==> src/rtl/apb_cmd_pkg.sv <==
// Shared types and constants for the APB command master and its timer register map.
package apb_cmd_pkg;

  localparam int unsigned APB_ADDR_W_DEF = 12;
  localparam int unsigned APB_DATA_W_DEF = 32;

  typedef enum logic [1:0] {
    ST_IDLE   = 2'd0,
    ST_SETUP  = 2'd1,
    ST_ACCESS = 2'd2,
    ST_RESP   = 2'd3
  } apb_state_e;

  // Timer block register offsets
  localparam logic [11:0] TCR   = 12'h000;
  localparam logic [11:0] TDR0  = 12'h004;
  localparam logic [11:0] TDR1  = 12'h008;
  localparam logic [11:0] TCMP0 = 12'h00C;
  localparam logic [11:0] TCMP1 = 12'h010;
  localparam logic [11:0] TIER  = 12'h014;
  localparam logic [11:0] TISR  = 12'h018;
  localparam logic [11:0] THCSR = 12'h01C;

endpackage

==> src/rtl/apb_timeout_cnt.sv <==
// Counts ACCESS cycles while run is high; expired flags the TIMEOUT_CYC-th cycle.
// Zero latency on expired (combinational compare of the registered count); no backpressure.
module apb_timeout_cnt #(
  parameter int unsigned TIMEOUT_CYC = 255
) (
  input  logic sys_clk,
  input  logic sys_rst_n,
  input  logic run,
  output logic expired
);

  localparam int unsigned CNT_W = (TIMEOUT_CYC > 1) ? $clog2(TIMEOUT_CYC) : 1;
  localparam logic [CNT_W-1:0] LAST = CNT_W'(TIMEOUT_CYC - 1);

  logic [CNT_W-1:0] cnt_q;

  // Held at zero outside ACCESS, so every ACCESS entry starts a fresh count
  always_ff @(posedge sys_clk or negedge sys_rst_n) begin
    if (!sys_rst_n) begin
      cnt_q <= '0;
    end else if (!run) begin
      cnt_q <= '0;
    end else if (cnt_q != LAST) begin
      cnt_q <= cnt_q + 1'b1;
    end
  end

  assign expired = run && (cnt_q == LAST);

endmodule

==> src/rtl/apb_cmd_master.sv <==
// Single-outstanding APB master, registered outputs; response at accept+3 plus wait states.
// cmd_ready only in IDLE (no queuing); APB_TIMEOUT_EN adds an ACCESS-phase abort counter.
module apb_cmd_master
  import apb_cmd_pkg::*;
#(
  parameter int unsigned ADDR_W      = APB_ADDR_W_DEF,
  parameter int unsigned DATA_W      = APB_DATA_W_DEF,
  parameter int unsigned TIMEOUT_CYC = 255
) (
  input  logic              sys_clk,
  input  logic              sys_rst_n,
  input  logic              cmd_valid,
  output logic              cmd_ready,
  input  logic              cmd_write,
  input  logic [ADDR_W-1:0] cmd_addr,
  input  logic [DATA_W-1:0] cmd_wdata,
  output logic              rsp_valid,
  output logic [DATA_W-1:0] rsp_rdata,
  output logic              rsp_err,
  output logic              rsp_timeout,
  output logic              tim_psel,
  output logic              tim_penable,
  output logic              tim_pwrite,
  output logic [ADDR_W-1:0] tim_paddr,
  output logic [DATA_W-1:0] tim_pwdata,
  input  logic [DATA_W-1:0] tim_prdata,
  input  logic              tim_pready,
  input  logic              tim_pslverr
);

  apb_state_e        state_q;
  apb_state_e        state_d;
  logic              req_write_q;
  logic [ADDR_W-1:0] req_addr_q;
  logic [DATA_W-1:0] req_wdata_q;

  logic              accept;
  logic              timeout_hit;
  logic              cur_write;
  logic [ADDR_W-1:0] cur_addr;
  logic [DATA_W-1:0] cur_wdata;

  logic              cmd_ready_d;
  logic              rsp_valid_d;
  logic [DATA_W-1:0] rsp_rdata_d;
  logic              rsp_err_d;
  logic              rsp_timeout_d;
  logic              psel_d;
  logic              penable_d;
  logic              pwrite_d;
  logic [ADDR_W-1:0] paddr_d;
  logic [DATA_W-1:0] pwdata_d;

  assign accept = (state_q == ST_IDLE) && cmd_valid && cmd_ready;

  // Bus outputs are registered from next state, so SETUP must see the command being accepted
  assign cur_write = accept ? cmd_write : req_write_q;
  assign cur_addr  = accept ? cmd_addr  : req_addr_q;
  assign cur_wdata = accept ? cmd_wdata : req_wdata_q;

  always_ff @(posedge sys_clk or negedge sys_rst_n) begin
    if (!sys_rst_n) begin
      state_q     <= ST_IDLE;
      req_write_q <= 1'b0;
      req_addr_q  <= '0;
      req_wdata_q <= '0;
    end else begin
      state_q <= state_d;
      if (accept) begin
        req_write_q <= cmd_write;
        req_addr_q  <= cmd_addr;
        req_wdata_q <= cmd_wdata;
      end
    end
  end

  always_comb begin
    state_d = state_q;
    case (state_q)
      ST_IDLE:   if (accept) state_d = ST_SETUP;
      ST_SETUP:  state_d = ST_ACCESS;
      ST_ACCESS: if (tim_pready || timeout_hit) state_d = ST_RESP;
      ST_RESP:   state_d = ST_IDLE;
      default:   state_d = ST_IDLE;
    endcase
  end

  always_comb begin
    cmd_ready_d   = (state_d == ST_IDLE);
    psel_d        = (state_d == ST_SETUP) || (state_d == ST_ACCESS);
    penable_d     = (state_d == ST_ACCESS);
    pwrite_d      = psel_d && cur_write;
    paddr_d       = psel_d   ? cur_addr  : '0;
    pwdata_d      = pwrite_d ? cur_wdata : '0;
    rsp_valid_d   = 1'b0;
    rsp_rdata_d   = '0;
    rsp_err_d     = 1'b0;
    rsp_timeout_d = 1'b0;
    if ((state_q == ST_ACCESS) && (state_d == ST_RESP)) begin
      rsp_valid_d = 1'b1;
      // pready wins over a coincident timeout expiry
      if (tim_pready) begin
        rsp_err_d = tim_pslverr;
        if (!req_write_q && !tim_pslverr) rsp_rdata_d = tim_prdata;
      end else begin
        rsp_err_d     = 1'b1;
        rsp_timeout_d = 1'b1;
      end
    end
  end

  always_ff @(posedge sys_clk or negedge sys_rst_n) begin
    if (!sys_rst_n) begin
      cmd_ready   <= 1'b0;
      rsp_valid   <= 1'b0;
      rsp_rdata   <= '0;
      rsp_err     <= 1'b0;
      rsp_timeout <= 1'b0;
      tim_psel    <= 1'b0;
      tim_penable <= 1'b0;
      tim_pwrite  <= 1'b0;
      tim_paddr   <= '0;
      tim_pwdata  <= '0;
    end else begin
      cmd_ready   <= cmd_ready_d;
      rsp_valid   <= rsp_valid_d;
      rsp_rdata   <= rsp_rdata_d;
      rsp_err     <= rsp_err_d;
      rsp_timeout <= rsp_timeout_d;
      tim_psel    <= psel_d;
      tim_penable <= penable_d;
      tim_pwrite  <= pwrite_d;
      tim_paddr   <= paddr_d;
      tim_pwdata  <= pwdata_d;
    end
  end

`ifdef APB_TIMEOUT_EN
  apb_timeout_cnt #(
    .TIMEOUT_CYC(TIMEOUT_CYC)
  ) u_timeout_cnt (
    .sys_clk  (sys_clk),
    .sys_rst_n(sys_rst_n),
    .run      (state_q == ST_ACCESS),
    .expired  (timeout_hit)
  );
`else
  // Without the counter ACCESS waits for pready forever and rsp_timeout never rises
  assign timeout_hit = 1'b0;
  if (TIMEOUT_CYC == 0) begin : g_timeout_param_unused
  end
`endif

endmodule

==> config.mk <==
export PLATFORM = sky130hd
export DESIGN_NAME = apb_cmd_master
export DESIGN_NICKNAME = d
export VERILOG_FILES = /design/src/rtl/apb_cmd_pkg.sv /design/src/rtl/apb_timeout_cnt.sv /design/src/rtl/apb_cmd_master.sv
export SDC_FILE = /design/constraint.sdc
export NUM_CORES = 1
export LEC_CHECK = 0
export CAP_MARGIN = 20
export CORE_MARGIN = 2
export CORE_UTILIZATION = 45
export DETAILED_ROUTE_END_ITERATION = 16
export PLACE_DENSITY = 0.79
export SLEW_MARGIN = 0
export SYNTH_ARGS = -nofsm -noshare
export SYNTH_HDL_FRONTEND = slang
export SYNTH_SLANG_ARGS = --single-unit
==> constraint.sdc <==
create_clock -name sys_clk -period 2.6 [get_ports sys_clk]
set_input_delay 0.52 -clock sys_clk [delete_from_list [all_inputs] [get_ports sys_clk]]
set_output_delay 0.52 -clock sys_clk [all_outputs]
set_load 0.03 [all_outputs]
-- Word-level counts from Yosys, hierarchy flattened
Cells that the tools add are included.
- bits in registers: 130
- bits of input ports: 82
- output and inout port bits: 83
- word-level logic and storage cells: 46
- equal/unequal tests: 6
- multiplexer cells: 16
- reductions and logical operators: 10
- operator list (cell ; count):
    32-bit 2-to-1 mux ; 5
    12-bit 2-to-1 mux ; 2
    2-bit == test (second input constant) ; 4
    2-bit one-hot mux with 4 select lines ; 1
    1-bit 2-to-1 mux ; 6
    1-bit logical AND ; 5
    2-bit by 1-bit == test with 1-bit output (second input constant) ; 2
    2-bit logical NOT ; 2
    2-bit 2-to-1 mux ; 2
    1-bit logical NOT ; 2
    1-bit logical OR ; 1

-- Logic depth before layout (Yosys ltp)
- word-level depth: 9
- depth in mapped cells: 12
- mapped depth without buffers: 9

-- Worst setup path before layout
No wires, ideal clock.
- kind: flip-flop to flip-flop
- from: register state_q[0]
- to: register tim_pwdata[17]
- setup time: 135 ps
- arrival: 2159 ps
- required time: 2465 ps
- path slack: 305 ps
- cell stages (with the launch flop): 13
- buffers on the path: 4
- clock period less this slack: 2295 ps
- cells stage by stage: dfrtp_1 inv_1 ha_1 nand3_2 buf_6 clkbuf_1 o21ai_0 ha_1 and2_1 clkbuf_1 buf_2 nand3_1 o21ai_0
- word-level cells in the longest chain between the ends: 9
- elaborated cells between the ends (all ways): 16
- classes of those cells: 5 x eq/ne; 6 x mux; 5 x reduce/logical
- RTL lines (element ; RTL line ; RTL):
    from (decl) ; apb_cmd_master.sv:31 ; apb_state_e state_q;
    from (signal assigned) ; apb_cmd_master.sv:68 ; state_q <= state_d;
    2-bit logical NOT ; apb_cmd_master.sv:54, apb_cmd_master.sv:79 ;
    1-bit logical AND (2 in a row) ; apb_cmd_master.sv:54 ; assign accept = (state_q == ST_IDLE) && cmd_valid && cmd_ready;
    2-bit 2-to-1 mux ; apb_cmd_master.sv:80 ; ST_IDLE: if (accept) state_d = ST_SETUP;
    2-bit one-hot mux with 4 select lines (*) ; apb_cmd_master.sv:79 ; case (state_q)
    named net state_d[0] ; apb_cmd_master.sv:32 ; apb_state_e state_d;
    2-bit by 1-bit == test with 1-bit output / 2-bit == test (equally long branches) ; apb_cmd_master.sv:90 ; psel_d = (state_d == ST_SETUP) || (state_d == ST_ACCESS);
    1-bit logical OR (*) ; apb_cmd_master.sv:90 ;
    named net psel_d ; apb_cmd_master.sv:48 ; logic psel_d;
    1-bit logical AND (*) ; apb_cmd_master.sv:92 ; pwrite_d = psel_d && cur_write;
    32-bit 2-to-1 mux (*) ; apb_cmd_master.sv:94 ; pwdata_d = pwrite_d ? cur_wdata : '0;
    named net pwdata_d[17] ; apb_cmd_master.sv:52 ; logic [DATA_W-1:0] pwdata_d;
    to (signal assigned) ; apb_cmd_master.sv:134 ; tim_pwdata <= pwdata_d;
    to (decl) ; apb_cmd_master.sv:25 ; output logic [DATA_W-1:0] tim_pwdata,
The timed path passes the listed nets; every way through them passes the cells marked *.

-- Final worst setup path
- from: register state_q[0]
- to: register tim_pwrite
- word-level cells in the longest chain between the ends: 8
- elaborated cells between the ends (all ways): 14
- classes of those cells: 5 x eq/ne; 4 x mux; 5 x reduce/logical
- RTL lines (element ; RTL line ; RTL):
    2-bit logical NOT ; apb_cmd_master.sv:54, apb_cmd_master.sv:79 ;
    1-bit logical AND (2 in a row) ; apb_cmd_master.sv:54 ;
    2-bit 2-to-1 mux ; apb_cmd_master.sv:80 ;
    2-bit one-hot mux with 4 select lines (*) ; apb_cmd_master.sv:79 ;
    named net state_d[0] ; apb_cmd_master.sv:32 ;
    2-bit by 1-bit == test with 1-bit output / 2-bit == test (equally long branches) ; apb_cmd_master.sv:90 ;
    1-bit logical OR (*) ; apb_cmd_master.sv:90 ;
    named net psel_d ; apb_cmd_master.sv:48 ;
    1-bit logical AND (*) ; apb_cmd_master.sv:92 ;
    named net pwrite_d ; apb_cmd_master.sv:50 ; logic pwrite_d;
    to (signal assigned) ; apb_cmd_master.sv:132 ; tim_pwrite <= pwrite_d;
    to (decl) ; apb_cmd_master.sv:23 ; output logic tim_pwrite,
Marks and branches as above.

==> metrics <==
status=complete, no violations; met3 usage=7.869%; initial DRC count=120; Clk pwr share=30.6%; worst vdd ir=666.9 µV; CP Max Fanout=33; Total GRT Usage=between 10% and 20%; fmax=approximately 0.46 GHz; area grow syn2layout=50.67%; switching part of the total=31.62%; CP bufs+invs=3; CTS buffer count=17; crit start category=flop; Antenna Nets Post-Route=0; Setup Crit Path Kind=flop to flop; syn_nets=449; Pwr Density=1144 nW/µm²; crit end category=flop; Final Cycle Share=a little over four fifths; Yosys cell types=20; die area=approximately 12000 µm²; Vias=between 3000 and 4000; Critical Path, Cell by Cell=inv_1, ha_1, inv_1, a21oi_1, o21ai_0, ha_1, and2_1, buf_12, mux2_2; Crit path largest cell delay=390 ps; Layout Nets=between 600 and 700; FP Rows=37; fin. max-slew vios=0; Layout Skew=12.85 ps; first-pass GRT wire length=~17000 µm; Ant. Diodes=0; Critical Path AT=2560 ps; Yosys warnings=0; register bit total from synthesis=130; r2r endpoint=tim_pwrite; setup total negative slack=0 ps; Combinational Power Share=a little over a third; layout cells sized above 1=roughly 16%; WP data required=3000 ps; via/cell ratio=4.860; GRT busiest layer=met2; Util after Layout=between 70% and 80%; syn avg cell area=13.38 µm²; wire per inst=15.46 µm; DR DRC count=0; worst hold path depth=1; Die Wd=107.8 µm; CTS tree=built; Setup violations, final=0; Max-Cap Viols=0; WL final=10500 µm; Worst-path clk slew=60 ps; die height=107.8 µm; # clock sinks=130; vias in the first global route=3389; Clock Tree Buf Depth=2; slowest CP cell=dfrtp_1; clock insertion delay at the later pin of the skew report=about 520 ps; Min-Delay Endpoint=req_addr_q[8]; leakage=3.290 nW; aggregate global routing overflow=0; htree depth=4; Gate Count Post-Synth=362; sequential fraction of the synthesis area=67.15%; Sw Pwr=around 0.0026 W; fin crit period=2165 ps; reg2reg start=state_q[0]; Final Hold Viols=0; RSZ-0062 raised after global routing=no; # resized after CTS=0; core outline area=10370 µm²; Worst slew margin=61.33%; starting density of the core=46.72%; initial antenna violation count=0; Root Buffer=clkbuf_8; gpl congestion=0.7524; Worst Hold Class=flop to flop; post-CTS setup buffer count=0; buffers added on ports=164; GRT met2 Usage=between 30% and 40%; R2R depth=9; IO Count=about 170; DP Wirelength=approximately 7000 µm; mapped cell area=4845 µm²; Sequential Power Share=34.5%; largest net degree at the start of global routing=~110; met1 track demand over resource=between 20% and 30%; first drt pass iteration count=4; Power Internal=0.005709 W; pin slew with the least headroom to its limit=580.0 ps; Worst Min Path Start=req_addr_q[8]; setup slack, reg-to-reg=between 400 and 500 ps; Crit path max-delay family=adder cells
==> area by class of cell <==
| class | count | area (µm²) |
|---|---|---|
| tap | 136 | 170.2 |
| timing repair buffer | 173 | 1775 |
| sequential | 130 | 3253 |
| multi-input combinational | 202 | 1429 |
| clock buffer | 19 | 441.7 |
| inverter | 6 | 22.52 |
| fill | 753 | 3070 |
| clock inverter | 13 | 207.7 |
==> flip-flops by register name, indices dropped and copies added (netlist names) <==
name and cells:
req_addr_q 12, req_write_q 1, tim_pwdata 32, state_q 2, rsp_timeout 1, tim_penable 1, tim_pwrite 1, rsp_rdata 32
tim_paddr 12, tim_psel 1, cmd_ready 1, rsp_valid 1, req_wdata_q 32, rsp_err 1
==> layout by cell type (no fill, tap or decap), drive strengths merged <==
cell type,netlist,routed
clkbuf,10,19
dfrtp,130,130
nor4b,1,1
buf,14,9
nand2,33,33
bufinv,0,5
ha,5,5
clkinv,0,7
dlygate4sd3,0,1
clkdlybuf4s50,0,163
a21oi,2,2
nor2,2,2
nand3,33,33
mux2,46,46
clkinvlp,0,1
inv,6,6
and2,46,46
o21a,1,1
o21ai,33,33
==> worst max path at each step <==
stage | from | end | slack [ps] | depth (start not counted)
after floorplan | state_q[0] | tim_pwdata[17] | 310 | 12
after global placement | tim_pready | tim_pwrite | 240 | 7
after detailed placement | tim_pready | rsp_rdata[28] | 200 | 8
after CTS | cmd_ready | cmd_ready | 420 | 1
after global routing | state_q[0] | tim_pwdata[24] | 260 | 10
final | state_q[0] | tim_pwrite | 430 | 9
==> layer usage <==
layer  up-vias  part of all wire (%)
met5         -                     0
met3        25                   8.1
li1       1540                     -
met2       136                    52
met1      1599                    38
met4         0                   2.7
==> cells in the mapped netlist, drive strengths merged <==
master / number / area (µm²)
mux2: 46 / 563.0
nand2: 33 / 123.9
inv: 6 / 22.52
a21oi: 2 / 10.01
o21a: 1 / 7.510
clkbuf: 10 / 42.54
o21ai: 33 / 165.2
ha: 5 / 62.56
nor4b: 1 / 23.77
buf: 14 / 105.1
nand3: 33 / 170.2
nor2: 2 / 7.510
dfrtp: 130 / 3253
and2: 46 / 287.8
==> metrics by stage <==
| stage | area [µm²] | setup WS, ps | hold WS (ps) | power, W | cells |
|---|---|---|---|---|---|
| floorplan | 4845 | 305.3 | 224.4 | 0.004766 | 362 |
| global placement | 6640 | 240.6 | 470.4 | 0.005701 | 646 |
| detailed placement | 6640 | 203.3 | 473.5 | 0.005811 | 646 |
| CTS | 7300 | 422.9 | 490.9 | 0.008435 | 679 |
| global route | 7300 | 257.6 | 493.6 | 0.008814 | 679 |
| finish | 7300 | 434.8 | 487.4 | 0.008349 | 679 |
==> power by group through the flow <==
stage          sequential (W)  combinational, W  clock [W]
2_1_floorplan         0.00326           0.00150          0
3_3_place_gp          0.00287           0.00283          0
3_5_place_dp          0.00291           0.00290          0
4_1_cts               0.00289           0.00295    0.00260
5_1_grt               0.00294           0.00317    0.00270
6_report              0.00288           0.00291    0.00255
==> cell families (layout without fill, tap and decap cells) <==
kind of cell	Yosys count	count (layout)	share of synthesized area, %
AND/OR/NAND/NOR	115	115	12.65
adder cells (fa/ha/maj)	5	5	1.291
multiplexers	46	46	11.62
AO/OA/AOI/OAI	36	36	3.771
flip-flops	130	130	67.15
buffers and inverters	30	211	3.512
==> repair_timing <==
action / CTS / global route
endpoints found under the hold margin: 22 / 0
endpoints found under the setup margin: 0 / 0
hold buffers: 1 / 0
Note: power is estimated with default switching activity, not from simulation.
